[config.mk]
export PLATFORM = sky130hd
export DESIGN_NAME = adc_capture_fmt
export DESIGN_NICKNAME = d
export VERILOG_FILES = /design/src/rtl/adc_capture_fmt.sv
export SDC_FILE = /design/constraint.sdc
export NUM_CORES = 1
export LEC_CHECK = 0
export BUFFER_PORTS_ARGS = -buffer_cell sky130_fd_sc_hd__buf_2
export CAP_MARGIN = 20
export CORE_MARGIN = 4
export CORE_UTILIZATION = 54
export CTS_CLUSTER_DIAMETER = 30
export CTS_CLUSTER_SIZE = 25
export DETAILED_ROUTE_END_ITERATION = 6
export PLACE_DENSITY = 0.71
export SLEW_MARGIN = 20
export SYNTH_ARGS = -nofsm -noshare
export SYNTH_HDL_FRONTEND = slang
export SYNTH_SLANG_ARGS = --single-unit
[constraint.sdc]
create_clock -name QCLK -period 4 [get_ports QCLK]
set_clock_uncertainty 0.2 [all_clocks]
set_input_delay 0.8 -clock QCLK [delete_from_list [all_inputs] [get_ports QCLK]]
set_output_delay 0.8 -clock QCLK [all_outputs]
set_load 0.01 [all_outputs]
[src/rtl/adc_capture_fmt.sv]
// rtl/adc_capture_fmt.sv - multi-channel ADC capture, lane alignment and format pipeline
module adc_capture_fmt #(
    parameter  int CH         = 2,
    parameter  int W          = 8,
    parameter  int DEPTH      = 8,
    parameter  int OUT_STAGES = 3,
    localparam int DW         = $clog2(DEPTH)
) (
    input  logic             QCLK,
    input  logic             RESET_N,
    input  logic [CH*W-1:0]  DIN,
    input  logic             DIN_VLD,
    input  logic [CH-1:0]    DIN_OR,
    input  logic             CFG_LD,
    input  logic [1:0]       MODE,
    input  logic [W-1:0]     OFFSET,
    input  logic [CH*DW-1:0] DLY,
    input  logic             STICKY_CLR,
    output logic [CH*W-1:0]  DOUT,
    output logic [CH-1:0]    DOUT_VLD,
    output logic [CH-1:0]    DOUT_OR,
    output logic [CH-1:0]    SAT_STICKY,
    output logic             FLUSHING
);

    localparam int            LOAD       = DEPTH + OUT_STAGES + 1;
    localparam int            CW         = $clog2(LOAD + 1);
    localparam logic [CW-1:0] LOAD_V     = CW'(LOAD);
    localparam logic [W-1:0]  LEGACY_ADD = W'((1 << (W - 1)) + 1);
    localparam logic [W-1:0]  SAT_MAX    = {1'b0, {(W - 1){1'b1}}};
    localparam logic [W-1:0]  SAT_MIN    = {1'b1, {(W - 1){1'b0}}};

    typedef struct packed {
        logic [W-1:0] data;
        logic         vld;
        logic         ovr;
    } smp_t;

    typedef enum logic {ST_RUN, ST_FLUSH} st_t;

    // Entry 0 of each line is the input capture register, so DLY indexes the line directly.
    smp_t             line_q [CH][DEPTH];
    smp_t             line_d [CH][DEPTH];
    smp_t             fmt_q  [CH];
    smp_t             fmt_d  [CH];
    smp_t             out_q  [CH][OUT_STAGES];
    smp_t             out_d  [CH][OUT_STAGES];
    logic [CH-1:0]    fmt_sat_q, fmt_sat_d;
    logic [1:0]       mode_q, mode_d;
    logic [W-1:0]     offset_q, offset_d;
    logic [CH*DW-1:0] dly_q, dly_d;
    logic [CH-1:0]    sticky_q, sticky_d;
    st_t              st_q, st_d;
    logic [CW-1:0]    cnt_q, cnt_d;

    smp_t             tap  [CH];
    logic [W-1:0]     conv [CH];
    logic [W:0]       sum  [CH];

    always_comb begin
        mode_d   = mode_q;
        offset_d = offset_q;
        dly_d    = dly_q;
        if (CFG_LD) begin
            mode_d   = MODE;
            offset_d = OFFSET;
            dly_d    = DLY;
        end
    end

    always_comb begin
        fmt_sat_d = '0;
        for (int c = 0; c < CH; c++) begin
            line_d[c][0] = {DIN[c*W +: W], DIN_VLD, DIN_OR[c]};
            for (int k = 1; k < DEPTH; k++) begin
                line_d[c][k] = line_q[c][k-1];
            end

            tap[c]  = line_q[c][dly_q[c*DW +: DW]];
            conv[c] = (mode_q == 2'd2) ? tap[c].data + LEGACY_ADD
                                       : {~tap[c].data[W-1], tap[c].data[W-2:0]};
            sum[c]  = {conv[c][W-1], conv[c]} + {offset_q[W-1], offset_q};

            fmt_d[c] = tap[c];
            if (mode_q != 2'd0) begin
                // Sign bits of the W+1 bit sum disagree only when the result left the W-bit range.
                if (sum[c][W] != sum[c][W-1]) begin
                    fmt_d[c].data = sum[c][W] ? SAT_MIN : SAT_MAX;
                    fmt_sat_d[c]  = tap[c].vld;
                end else begin
                    fmt_d[c].data = sum[c][W-1:0];
                end
            end

            out_d[c][0] = fmt_q[c];
            for (int k = 1; k < OUT_STAGES; k++) begin
                out_d[c][k] = out_q[c][k-1];
            end
        end
    end

    // Clear is applied first so a same-cycle set survives it.
    always_comb begin
        sticky_d = STICKY_CLR ? '0 : sticky_q;
        for (int c = 0; c < CH; c++) begin
            sticky_d[c] = sticky_d[c] | fmt_sat_q[c] | (fmt_q[c].vld & fmt_q[c].ovr);
        end
    end

    always_comb begin
        st_d  = st_q;
        cnt_d = cnt_q;
        case (st_q)
            ST_RUN: begin
                if (CFG_LD) begin
                    st_d  = ST_FLUSH;
                    cnt_d = LOAD_V;
                end
            end
            ST_FLUSH: begin
                if (CFG_LD) begin
                    cnt_d = LOAD_V;
                end else begin
                    cnt_d = cnt_q - CW'(1);
                    if (cnt_q == CW'(1)) begin
                        st_d = ST_RUN;
                    end
                end
            end
            default: begin
                st_d  = ST_RUN;
                cnt_d = '0;
            end
        endcase
    end

    always_comb begin
        DOUT       = '0;
        DOUT_VLD   = '0;
        DOUT_OR    = '0;
        SAT_STICKY = sticky_q;
        FLUSHING   = (st_q == ST_FLUSH);
        for (int c = 0; c < CH; c++) begin
            DOUT[c*W +: W] = out_q[c][OUT_STAGES-1].data;
            DOUT_VLD[c]    = out_q[c][OUT_STAGES-1].vld & (st_q != ST_FLUSH);
            DOUT_OR[c]     = out_q[c][OUT_STAGES-1].ovr;
        end
    end

    always_ff @(posedge QCLK or negedge RESET_N) begin
        if (!RESET_N) begin
            for (int c = 0; c < CH; c++) begin
                for (int k = 0; k < DEPTH; k++) begin
                    line_q[c][k] <= '0;
                end
                fmt_q[c] <= '0;
                for (int k = 0; k < OUT_STAGES; k++) begin
                    out_q[c][k] <= '0;
                end
            end
            fmt_sat_q <= '0;
            mode_q    <= 2'd2;
            offset_q  <= '0;
            dly_q     <= '0;
            sticky_q  <= '0;
            st_q      <= ST_RUN;
            cnt_q     <= '0;
        end else begin
            line_q    <= line_d;
            fmt_q     <= fmt_d;
            out_q     <= out_d;
            fmt_sat_q <= fmt_sat_d;
            mode_q    <= mode_d;
            offset_q  <= offset_d;
            dly_q     <= dly_d;
            sticky_q  <= sticky_d;
            st_q      <= st_d;
            cnt_q     <= cnt_d;
        end
    end

endmodule

# [Yosys cells after proc, flatten, opt, wreduce, memory -nomap -nowiden]
# Index checks and enable logic that the tools add are counted.
[totals] ff_bits=257 inputBits=39 output_inout_bits=23 word_cells=123
[classes] addsub=5 magnitude_cmp=2 n_eq_ne=5 muxes=26 bitwise=13 reduce_logical=1
[op_table] op="8-bit two-way mux" n=8
[op_table] op="10-bit binary-select mux with 3-bit select" n=2
[op_table] op="10-bit two-way mux" n=4
[op_table] op="8-bit by 8-bit adder with 9-bit output" n=2
[op_table] op="8-bit adder (second input constant)" n=2
[op_table] op="4-bit >= comparator (second input constant)" n=2
[op_table] op="4-bit two-way mux" n=2
[op_table] op="3-bit NOT with 4-bit output" n=2
[op_table] op="4-bit one-hot mux with 2 select lines" n=1
[op_table] op="1-bit two-way mux" n=7
[op_table] op="1-bit AND" n=4
[op_table] op="4-bit by 1-bit == test with 1-bit output (second input constant)" n=1
[op_table] op="1-bit OR" n=4
[op_table] op="4-bit by 1-bit subtractor with 4-bit output (second input constant)" n=1
[op_table] op="1-bit NOT" n=3
[op_table] op="2-bit == test (second input constant)" n=1
[op_table] op="2-bit two-way mux" n=1
[op_table] op="1-bit inequality test" n=2
[op_table] op="2-bit inequality test (second input constant)" n=1
[op_table] op="1-bit one-hot mux with 2 select lines" n=1
[op_table] op="2-bit nonzero test" n=1

# [Depth between registers and ports, before layout]
# Gate-level depths: netlist (run 1).
[depth] word_depth=10 mapped_depth=17 ltp_nobuf=15

# [Worst setup path before layout (run 1)]
# No wires, ideal clock.
[synth_timing] kind="register to register" from="register dly_q[3]" to="register fmt_q[3] in the netlist's numbering" setup_ns=0.131 t_arrival_ns=3.635 required_ns=3.669 path_slack_ns=0.035 path_stages_with_launch=14 path_buffers=1 synth_period_minus_slack_ns=3.965 path_cell_list="dfrtp_1 -> buf_6 -> mux4_1 -> mux2i_1 -> inv_1 -> ha_1 -> mux2_2 -> fa_1 -> a211oi_1 -> o21ai_0 -> a21oi_1 -> mux2_2 -> o21ai_2 -> o21ai_0"
[synth_lines] element="start, declared" line_no="51" source="logic [CH*DW-1:0] dly_q, dly_d;"
[synth_lines] element="start signal, assigned" line_no="175" source="dly_q <= dly_d;"
[synth_lines] element="end signal, assigned" line_no="170" source="fmt_q <= fmt_d;"
[synth_lines] element="end, declared" line_no="44" source="smp_t fmt_q [CH];"

==> impl_metrics.csv, run 1 <==
group,metric,value,unit
outcome,status,"finished clean",
power_and_ir_drop,peakVddDrop,0.000420,V
placement,place.gp.congestion,0.884,
synthesis,netlist_area,9560,µm²
synthesis,synthTopCellsByArea,"dfrtp_1, mux4_1, mux4_2",
setup_path,max_stage_delay,0.51,ns
timing,setup_viol,0,
clocking,cts.sinks,257,
setup_path,path_cells,"buf_4, mux4_2, mux2i_2, inv_1, ha_1, mux2_2, fa_2, a21oi_2, o211ai_1, a21oi_2, mux2_4, buf_12, o21ai_0, o22ai_1",
timing,relSlewSlack,52.4,%
clocking,h-tree-depth,2,
routing,num_vias,5054,
clocking,clk_pin_slew,0.05,ns
layout,antenna_cells,0,
timing,period_minus_slack,3.90,ns
setup_path,crit_type,"reg2reg",
layout,syn_to_final_growth,21.6,%
floorplanning,die_height,141,µm
synthesis,synth-xor-area-share,2.83,%
floorplanning,io_pins,62,
setup_path,cp_slowest_cell,"mux4_2",
synthesis,synthFlopType,"dfrtp_1",
setup_path,reg2reg_slack,0.10,ns
power_and_ir_drop,pwr_density_cell,698,nW/µm²
setup_path,worst-endpoint-required,4.17,ns
global_routing,grt_pass1_vias,5530,
synthesis,synth_cell_types,51,
clocking,cts-root-buf,"clkbuf_16",
power_and_ir_drop,p_leak,5.21,nW
synthesis,synth_top_area_cell,"dfrtp_1",
setup_path,critPathMaxFanout,8,
floorplanning,start_util,55.3,%
global_routing,antenna_found_initial,0,
synthesis,muxShareOfSynthArea,15.1,%
setup_path,r2r_start,"dly_q[1]$_DFFE_PN0P_",
synthesis,synth_top_family_by_area,"multiplexers",
timing,period_share,97.5,%
synthesis,syn-instance-count,578,
min_path,hp-class,"in2async",
clocking,numCtsBuffers,41,
routing,viasPerCell,5.41,
layout,post_route_cells_drive_above_1_share,34.2,%
setup_path,cp_data_arrival_time,4.07,ns
timing,tightestPinTransition,0.714,ns
timing,rsz0062_at_grt,"true",
clocking,insertion_delay,0.52,ns
routing,drtIter0Drc,254,
synthesis,synth.most_common_cell,"dfrtp_1",
synthesis,seq_area_frac_synth,67.3,%
timing,holdWs,0.120,ns
routing,ant_nets,0,
synthesis,syn_nets,643,
setup_path,cp-start-kind,"register",
synthesis,postSynthAreaPerCell,16.5,µm²
synthesis,synth-warning-count,0,
synthesis,synth_edf_count,0,
synthesis,async_flop_share,100,%
setup_path,cp-end-kind,"register",
floorplanning,die-area,19900,µm²
placement,dpl.hpwl,11200,µm
routing,drc_errors,0,
job,maxCapViolCount,0,
floorplanning,rows,48,
routing,first_pass_iters,4,
setup_path,crit_top_cell,"a21oi_2",
layout,nets,744,
synthesis,synthAdderAreaFrac,3.56,%
timing,hold_violations,0,
global_routing,gr-total-overflow,0,
global_routing,grt_use_total,18.5,%
placement,io_buffers,61,
routing,postRouteWirelength,17300,µm
synthesis,yosys_register_bits,257,
clocking,clockBufferDepth,3,
synthesis,synth_top_cells_by_count,"dfrtp_1, a21oi_1, mux2_2",
synthesis,yosys.area_share.simple,3.19,%
global_routing,grt_pass1_wl,29000,µm
global_routing,grt_max_degree,101,
synthesis,synth_top_area_share,67.0,%
routing,wire_per_inst,18.5,µm
timing,maxSlewViolCount,0,
setup_path,crit_start,"dly_q[1]$_DFFE_PN0P_",
floorplanning,design.core.area,17300,µm²
layout,fin_cells,935,
floorplanning,die_x,141,µm
timing,fmax,256,MHz
synthesis,synth_compound_area_share,4.95,%
placement,place_inst,855,
clocking,cts_tree,"done",
## critical path, delay by kind of cell, from the launching register on
family          cells  cell delay [ns]
compound gates      5             0.75
fa+ha+maj           2             0.63
buf+inv             3             0.36
flops               1             0.44
mux                 4             1.35
## state kept, by name, summed over array words and instances (netlist names)
name	flops
offset_q	8
SAT_STICKY	2
DOUT_OR	2
line_d	133
cnt_q	4
out_d	40
DOUT	16
dly_q	6
out_q	2
fmt_q	20
line_q	19
fmt_sat_q	2
FLUSHING	1
mode_q	2
## cells in the final DEF (no fill, tap or decap), drive strengths merged, types with 2 or more instances in the layout
master and instances:
fa 2, clkinv 7, xnor2 23, nor4 4
mux2 29, o22ai 10, nor2 9, clkbuf 51
o211a 2, o21ai 21, nand4 2, clkinvlp 6
a21oi 28, a21o 4, nand2 18, a211oi 4
dfrtp 256, o21bai 4, mux4 40, inv 17
and3 3, o211ai 2, ha 24, nor2b 5
nand3 7, nand2b 3, mux2i 13, or2 2
bufinv 2, xor2 7, and2 2, a221o 2
buf 95
## cells by family after synthesis
kind of cell / after synthesis
buffers and inverters: 47
adders and majority gates: 26
and+or+nand+nor: 58
muxes: 81
DFF: 257
AOI/OAI and AO/OA: 79
xor gates and xnor gates: 30
## worst paths after layout
kind                                         to  cells past startpoint
max                         fmt_q[17]$_DFF_PN0_                     14
min                        line_d[66]$_DFF_PN0_                      1
max reg2reg                 fmt_q[17]$_DFF_PN0_                     14
min reg2reg                DOUT_OR[1]$_DFF_PN0_                      0
max in group asynchronous  line_d[88]$_DFF_PN0_                      2
min in group QCLK          DOUT_OR[1]$_DFF_PN0_                      0
## per-stage QoR
stage | worst slack, ns | power [W] | TNS, ns | util (%) | instance area, µm²
floorplan | 0.0346 | 0.00424 | 0 | - | 9560
global placement | -0.00700 | 0.00453 | -0.0207 | 58.6 | 10100
detailed placement | -0.160 | 0.00460 | -1.53 | 58.6 | 10100
CTS | 0.0112 | 0.00814 | 0 | 66.9 | 11600
global route | -0.0317 | 0.00854 | -0.120 | 67.2 | 11600
finish | 0.100 | 0.00812 | 0 | 67.2 | 11600
## final cells by class
class,instances,area (µm²)
Clock inverter,23,234
Inverter,9,33.8
Multi-Input combinational cell,275,2890
Sequential cell,257,6430
Timing Repair Buffer,95,599
Clock buffer,51,1160
Fill cell,1149,5670
Tap cell,225,282
## routing by layer
metal	GRT usage, %	share of wire (%)
met4	6.17	2.2
met5	0	0
met1	25.1	44
met3	4.24	4.0
met2	30.1	50
## timing repair
action / in CTS / in global routing
cloned: 0 / 1
setup endpoints to repair: 16 / 17
setup buffers: 1 / 4
pin swaps: 1 / 8
gates resized for setup: 7 / 20
hold buffers: 0 / 0
endpoints found under the hold margin: 0 / 0
## power by group
group,internal [W],switching [W]
combinational,0.000675,0.000736
sequential,0.00308,0.000188
clock,0.00221,0.00123
Power figures use the tool's default switching activity.
==> inputs of run 2 (changes only) <==
CORE_UTILIZATION = 55   (was 54)
PLACE_DENSITY = 0.69   (was 0.71)
clock period = 4.5 ns   (was 4 ns; I/O delays follow)
==> run 2 against run 1 <==
Against the previous run: worst setup slack better by 0.017 ns; via count down 3.4%; maximum frequency down 11%; wire length down 5.5%; clock power down 11%; global-route usage down 1.0 points; combinational power down 23%; sequential cell count unchanged; register-to-register slack better by 0.02 ns; core utilization up 0.51 points; critical path depth down 3; largest power group unchanged.
==> impl_metrics.csv, run 2 (synthesis results as in run 1) <==
group,metric,value,unit
outcome,status,"finished clean",
global_routing,top_usage_layer,"met2",
layout,final_common_cell,"dfrtp_1",
floorplanning,start_util,56.9,%
floorplanning,die-area,19600,µm²
global_routing,met1_usage,23.9,%
setup_path,cp-start-kind,"register",
setup_path,cp_num_buf_inv,0,
floorplanning,io_pins,62,
global_routing,antenna_found_initial,0,
placement,dpl.hpwl,10600,µm
clocking,cts_tree,"done",
routing,num_vias,4883,
clocking,cts-root-buf,"clkbuf_16",
power_and_ir_drop,p_leak,5.11,nW
setup_path,cp_data_arrival_time,4.54,ns
floorplanning,rows,47,
global_routing,grt_max_degree,118,
clocking,cts.sinks,257,
setup_path,crit_type,"reg2reg",
clocking,clk_pin_slew,0.06,ns
routing,ant_nets,0,
placement,place.gp.congestion,0.874,
setup_path,worst-endpoint-required,4.66,ns
clocking,numCtsBuffers,42,
setup_path,max_stage_delay,0.63,ns
layout,fin_cells,910,
layout,post_route_cells_drive_above_1_share,29.4,%
clocking,h-tree-depth,2,
setup_path,path_cells,"mux4_1, mux2_2, ha_1, mux2_2, fa_1, a21oi_1, o211ai_1, a21oi_1, mux2_2, o21ai_1, o22ai_1",
setup_path,crit_top_cell,"mux2_2",
floorplanning,die_x,140,µm
timing,period_minus_slack,4.38,ns
layout,layout_common_cells,"dfrtp_1, buf_2, clkbuf_16",
layout,nFillCells,1138,
power_and_ir_drop,finalPower,0.00703,W
timing,hold_violations,0,
layout,largest_reg_flops,133,
setup_path,reg2reg_slack,0.12,ns
global_routing,grt_use_total,17.5,%
layout,syn_to_final_growth,19.2,%
placement,io_buffers,61,
floorplanning,design.core.area,16800,µm²
setup_path,cp-end-kind,"register",
global_routing,grt_pass1_vias,5308,
setup_path,cp_slowest_cell,"mux4_1",
setup_path,critPathMaxFanout,12,
timing,period_share,97.4,%
global_routing,use_met3,4.43,%
global_routing,met2_usage,27.8,%
routing,viasPerCell,5.37,
timing,relSlewSlack,42.7,%
routing,drc_errors,0,
clocking,insertion_delay,0.52,ns
min_path,hp-class,"reg2reg",
layout,antenna_cells,0,
layout,nets,722,
layout,utilization,67.8,%
job,maxCapViolCount,0,
timing,maxSlewViolCount,0,
power_and_ir_drop,peakVddDrop,0.000429,V
timing,tightestPinTransition,0.859,ns
power_and_ir_drop,pwr_density_cell,617,nW/µm²
timing,worst_slack,0.118,ns
timing,fin_setup_tns,0,ns
global_routing,grt_pass1_wl,27500,µm
global_routing,gr-total-overflow,0,
timing,fmax,228,MHz
routing,wire_per_inst,18.0,µm
routing,postRouteWirelength,16400,µm
placement,place_inst,833,
timing,setup_viol,0,
routing,drtIter0Drc,317,
clocking,clockBufferDepth,3,
floorplanning,die_height,140,µm
placement,dp_slack,0.0842,ns
clocking,cts_hold_buf,0,
timing,rsz0062_at_grt,"false",
setup_path,cpLargestDelayFamily,"multiplexers",
routing,first_pass_iters,4,
run 2: path summary, 6_finish.rpt:
check                                     startpoint                  end  cells after the start
worst max register to register  dly_q[1]$_DFFE_PN0P_  fmt_q[12]$_DFF_PN0_                     11
worst min-delay path             out_d[39]$_DFF_PN0_    DOUT[7]$_DFF_PN0_                      0
min in group asynchronous                    RESET_N    DOUT[2]$_DFF_PN0_                      1
worst max-delay path            dly_q[1]$_DFFE_PN0P_  fmt_q[12]$_DFF_PN0_                     11
max in group asynchronous                    RESET_N    DOUT[3]$_DFF_PN0_                      2
worst min register to register   out_d[39]$_DFF_PN0_    DOUT[7]$_DFF_PN0_                      0
run 2: cell type report:
class,instances,area [µm²],share of cell area [%]
clock buffers,53,1160,10.2
clock inverters,24,238,2.09
inverters,9,33.8,0.296
multi-input cells,274,2830,24.9
flip-flops and latches,257,6430,56.5
well taps,220,275,2.42
repair buffers,73,418,3.67
run 2: where the power goes:
part | total (W) | leakage [nW] | switching (W) | internal (W)
Combinational | 0.00109 | 1.42 | 0.000587 | 0.000502
Sequential | 0.00289 | 3.01 | 0.000156 | 0.00273
Clock | 0.00306 | 0.678 | 0.00108 | 0.00197
run 2: worst register-to-register path: stages (launching register included):
cell      delay, ns
dfrtp_1        0.54
mux4_1         0.63
mux2_2         0.32
ha_1           0.29
mux2_2         0.30
fa_1           0.43
a21oi_1        0.28
o211ai_1       0.15
a21oi_1        0.19
mux2_2         0.45
o21ai_1        0.30
o22ai_1        0.15
run 2: per-stage QoR:
step	area (µm²)	hold slack, ns
after detailed placement	9990	0.135
after global placement	9990	0.131
after floorplan	9560	0.131
final	11400	0.139
after CTS	11400	0.140
after global routing	11400	0.148
run 2: what timing repair did:
action                     in CTS  in global routing
gates resized for setup         0                  1
setup endpoints to repair       0                  4
buffers inserted                0                  0
run 2: metal layers:
metal,vias to the layer above,wire length [µm]
met1,2476,7280
met3,32,848
met4,0,340
met2,129,7890
met5,-,0
li1,2246,-
==> inputs of run 3 (changes only) <==
ABC_AREA = 1   (was default)
clock period = 5.7 ns   (was 4.5 ns; I/O delays follow)
==> run 3 against run 2 <==
Against the previous run: die area up 4.3%; largest power group unchanged; clock power is 17% lower; non-clock buffer count fell by 7; largest cell class unchanged; global-route usage is 1.6 points higher; critical path type unchanged.
==> impl_metrics.csv, run 3 <==
group,metric,value,unit
clocking,post_cts_resized,0,
global_routing,grt_use_total,19.1,%
global_routing,antenna_found_initial,0,
routing,first_pass_iters,5,
setup_path,crit_type,"reg2reg",
synthesis,synth_top_cells_by_count,"dfrtp_1, nand2_1, nor2_1",
floorplanning,die-area,20400,µm²
timing,fmax,237,MHz
timing,fin_setup_tns,0,ns
setup_path,critPathMaxFanout,22,
setup_path,crit_top_cell,"nand2_1",
global_routing,met1_usage,27.5,%
global_routing,grt_pass1_vias,6564,
layout,nets,1098,
clocking,insertion_delay,0.52,ns
synthesis,postSynthAreaPerCell,10.3,µm²
synthesis,netlist_area,10000,µm²
synthesis,synth.most_common_cell,"dfrtp_1",
synthesis,synthFlopType,"dfrtp_1",
clocking,clockBufferDepth,3,
layout,nFillCells,1396,
synthesis,yosys_register_bits,257,
synthesis,synthTopCellsByArea,"dfrtp_1, nand2_1, nor2_1",
synthesis,synth_edf_count,0,
setup_path,r2r_start,"dly_q[1]$_DFFE_PN0P_",
setup_path,path_cells,"inv_1, nand3_1, nand3_1, nand2_1, inv_1, ha_1, inv_1, nor2_1, nand2_1, nor2_2, nand3_1, nand2_1, inv_1, ha_1, nand2_1, inv_1, a21oi_1, nand2_1, nand2_1, nand4_1, a21oi_1, nor2_1",
synthesis,synth_cell_types,37,
routing,drtIter0Drc,409,
floorplanning,design.core.area,17900,µm²
synthesis,syn_nets,1039,
clocking,numCtsBuffers,43,
setup_path,ff2ff_path_depth,22,
min_path,worstHoldEndpoint,"out_d[42]$_DFF_PN0_",
floorplanning,io_pins,62,
placement,dp_slack,1.52,ns
power_and_ir_drop,p_leak,5.80,nW
placement,place.gp.congestion,0.874,
routing,ant_nets,0,
placement,dpl.hpwl,11800,µm
global_routing,top_usage_layer,"met2",
global_routing,use_met3,4.15,%
timing,tightestPinTransition,0.931,ns
layout,seqCellArea,6430,µm²
setup_path,reg2reg_slack,1.49,ns
timing,maxSlewViolCount,0,
timing,relSlewSlack,37.9,%
min_path,hold-path-cell-count,0,
synthesis,syn-instance-count,974,
outcome,status,"finished clean",
setup_path,cpLargestDelayFamily,"simple AND/OR/NAND/NOR gates",
min_path,worstHoldStart,"fmt_q[12]$_DFF_PN0_",
floorplanning,start_util,55.8,%
clocking,cts.sinks,257,
clocking,cts_tree,"done",
floorplanning,die_x,143,µm
setup_path,cp-start-kind,"register",
layout,multiInputGateArea,2860,µm²
global_routing,gr-total-overflow,0,
placement,place_area,10300,µm²
layout,layout_common_cells,"dfrtp_1, nand2_1, nor2_1",
timing,period_share,73.9,%
floorplanning,rows,49,
setup_path,worst-endpoint-required,5.90,ns
setup_path,reg2reg_to,"fmt_q[15]$_DFF_PN0_",
layout,fin_area,11700,µm²
synthesis,seq_area_frac_synth,64.3,%
routing,drc_errors,0,
timing,setup_viol,0,
global_routing,grt_max_degree,122,
synthesis,synth-warning-count,0,
global_routing,grt_pass1_wl,31700,µm
setup_path,max_stage_delay,0.65,ns
layout,syn_to_final_growth,17.4,%
routing,viasPerCell,5.04,
clocking,cts-root-buf,"clkbuf_16",
job,maxCapViolCount,0,
synthesis,synth_top_area_cell,"dfrtp_1",
setup_path,cp_num_buf_inv,5,
layout,largest_reg_flops,133,
timing,rsz0062_at_grt,"false",
routing,num_vias,6527,
setup_path,cp_data_arrival_time,4.41,ns
setup_path,cp-end-kind,"register",
synthesis,synth_top_area_share,64.1,%
setup_path,cp_slowest_cell,"dfrtp_1",
routing,wire_per_inst,14.4,µm
power_and_ir_drop,peakVddDrop,0.000359,V
floorplanning,die_height,143,µm
routing,postRouteWirelength,18700,µm
timing,period_minus_slack,4.21,ns
power_and_ir_drop,pwr_density_cell,471,nW/µm²
synthesis,async_flop_share,100,%
min_path,hp-class,"reg2reg",
clocking,post_cts_buffers,0,
clocking,h-tree-depth,2,
timing,hold_violations,0,
timing,worst_slack,1.49,ns
clocking,clk_pin_slew,0.06,ns
layout,antenna_cells,0,
timing,holdWs,0.137,ns
placement,io_buffers,61,
global_routing,met2_usage,29.1,%
layout,post_route_cells_drive_above_1_share,15.0,%
layout,final_common_cell,"dfrtp_1",
clocking,cts_hold_buf,0,
run 3: final cells by class:
| type | count | area share [%] |
|---|---|---|
| Clock buffer | 53 | 9.83 |
| Timing Repair Buffer | 66 | 3.11 |
| Sequential cell | 257 | 54.8 |
| Inverter | 86 | 2.79 |
| Multi-Input combinational cell | 579 | 24.4 |
| Tap cell | 229 | 2.44 |
| Clock inverter | 24 | 2.68 |
run 3: cells by family after synthesis:
| family | after synthesis | share of synthesized area, % |
|---|---|---|
| AND/OR/NAND/NOR | 397 | 16.2 |
| XOR/XNOR | 16 | 1.40 |
| buffers and inverters | 138 | 7.07 |
| AO/OA/AOI/OAI | 140 | 7.61 |
| flip-flops | 257 | 64.3 |
| adder cells (fa/ha/maj) | 26 | 3.40 |
run 3: how the worst max path moves through the flow:
| stage | startpoint | endpoint | slack (ns) | cells after the start |
|---|---|---|---|---|
| finish | dly_q[1]$_DFFE_PN0P_ | fmt_q[15]$_DFF_PN0_ | 1.49 | 22 |
| global route | dly_q[1]$_DFFE_PN0P_ | fmt_q[18]$_DFF_PN0_ | 0.96 | 24 |
| CTS | dly_q[1]$_DFFE_PN0P_ | fmt_q[15]$_DFF_PN0_ | 1.48 | 22 |
| global placement | dly_q[1]$_DFFE_PN0P_ | fmt_q[14]$_DFF_PN0_ | 1.65 | 23 |
| floorplan | dly_q[0]$_DFFE_PN0P_ | fmt_q[14]$_DFF_PN0_ | 2.57 | 24 |
| detailed placement | dly_q[1]$_DFFE_PN0P_ | fmt_q[17]$_DFF_PN0_ | 1.52 | 22 |
run 3: metrics by stage:
step	util [%]	power (W)	cells
2_1_floorplan	-	0.00286	974
3_3_place_gp	57.4	0.00301	1217
3_5_place_dp	57.4	0.00304	1217
4_1_cts	65.6	0.00560	1294
5_1_grt	65.6	0.00582	1294
6_report	65.6	0.00553	1294
run 3: layer usage:
metal,vias to the layer above,wire (µm)
met4,0,514
met2,153,8360
met1,3111,8830
met3,43,953
li1,3220,-
met5,-,0
run 3: report_power, final:
part	internal [W]	switching, W
clock	0.00164	0.000886
combinational	0.000267	0.000486
sequential	0.00214	0.000112
total	0.00405	0.00148
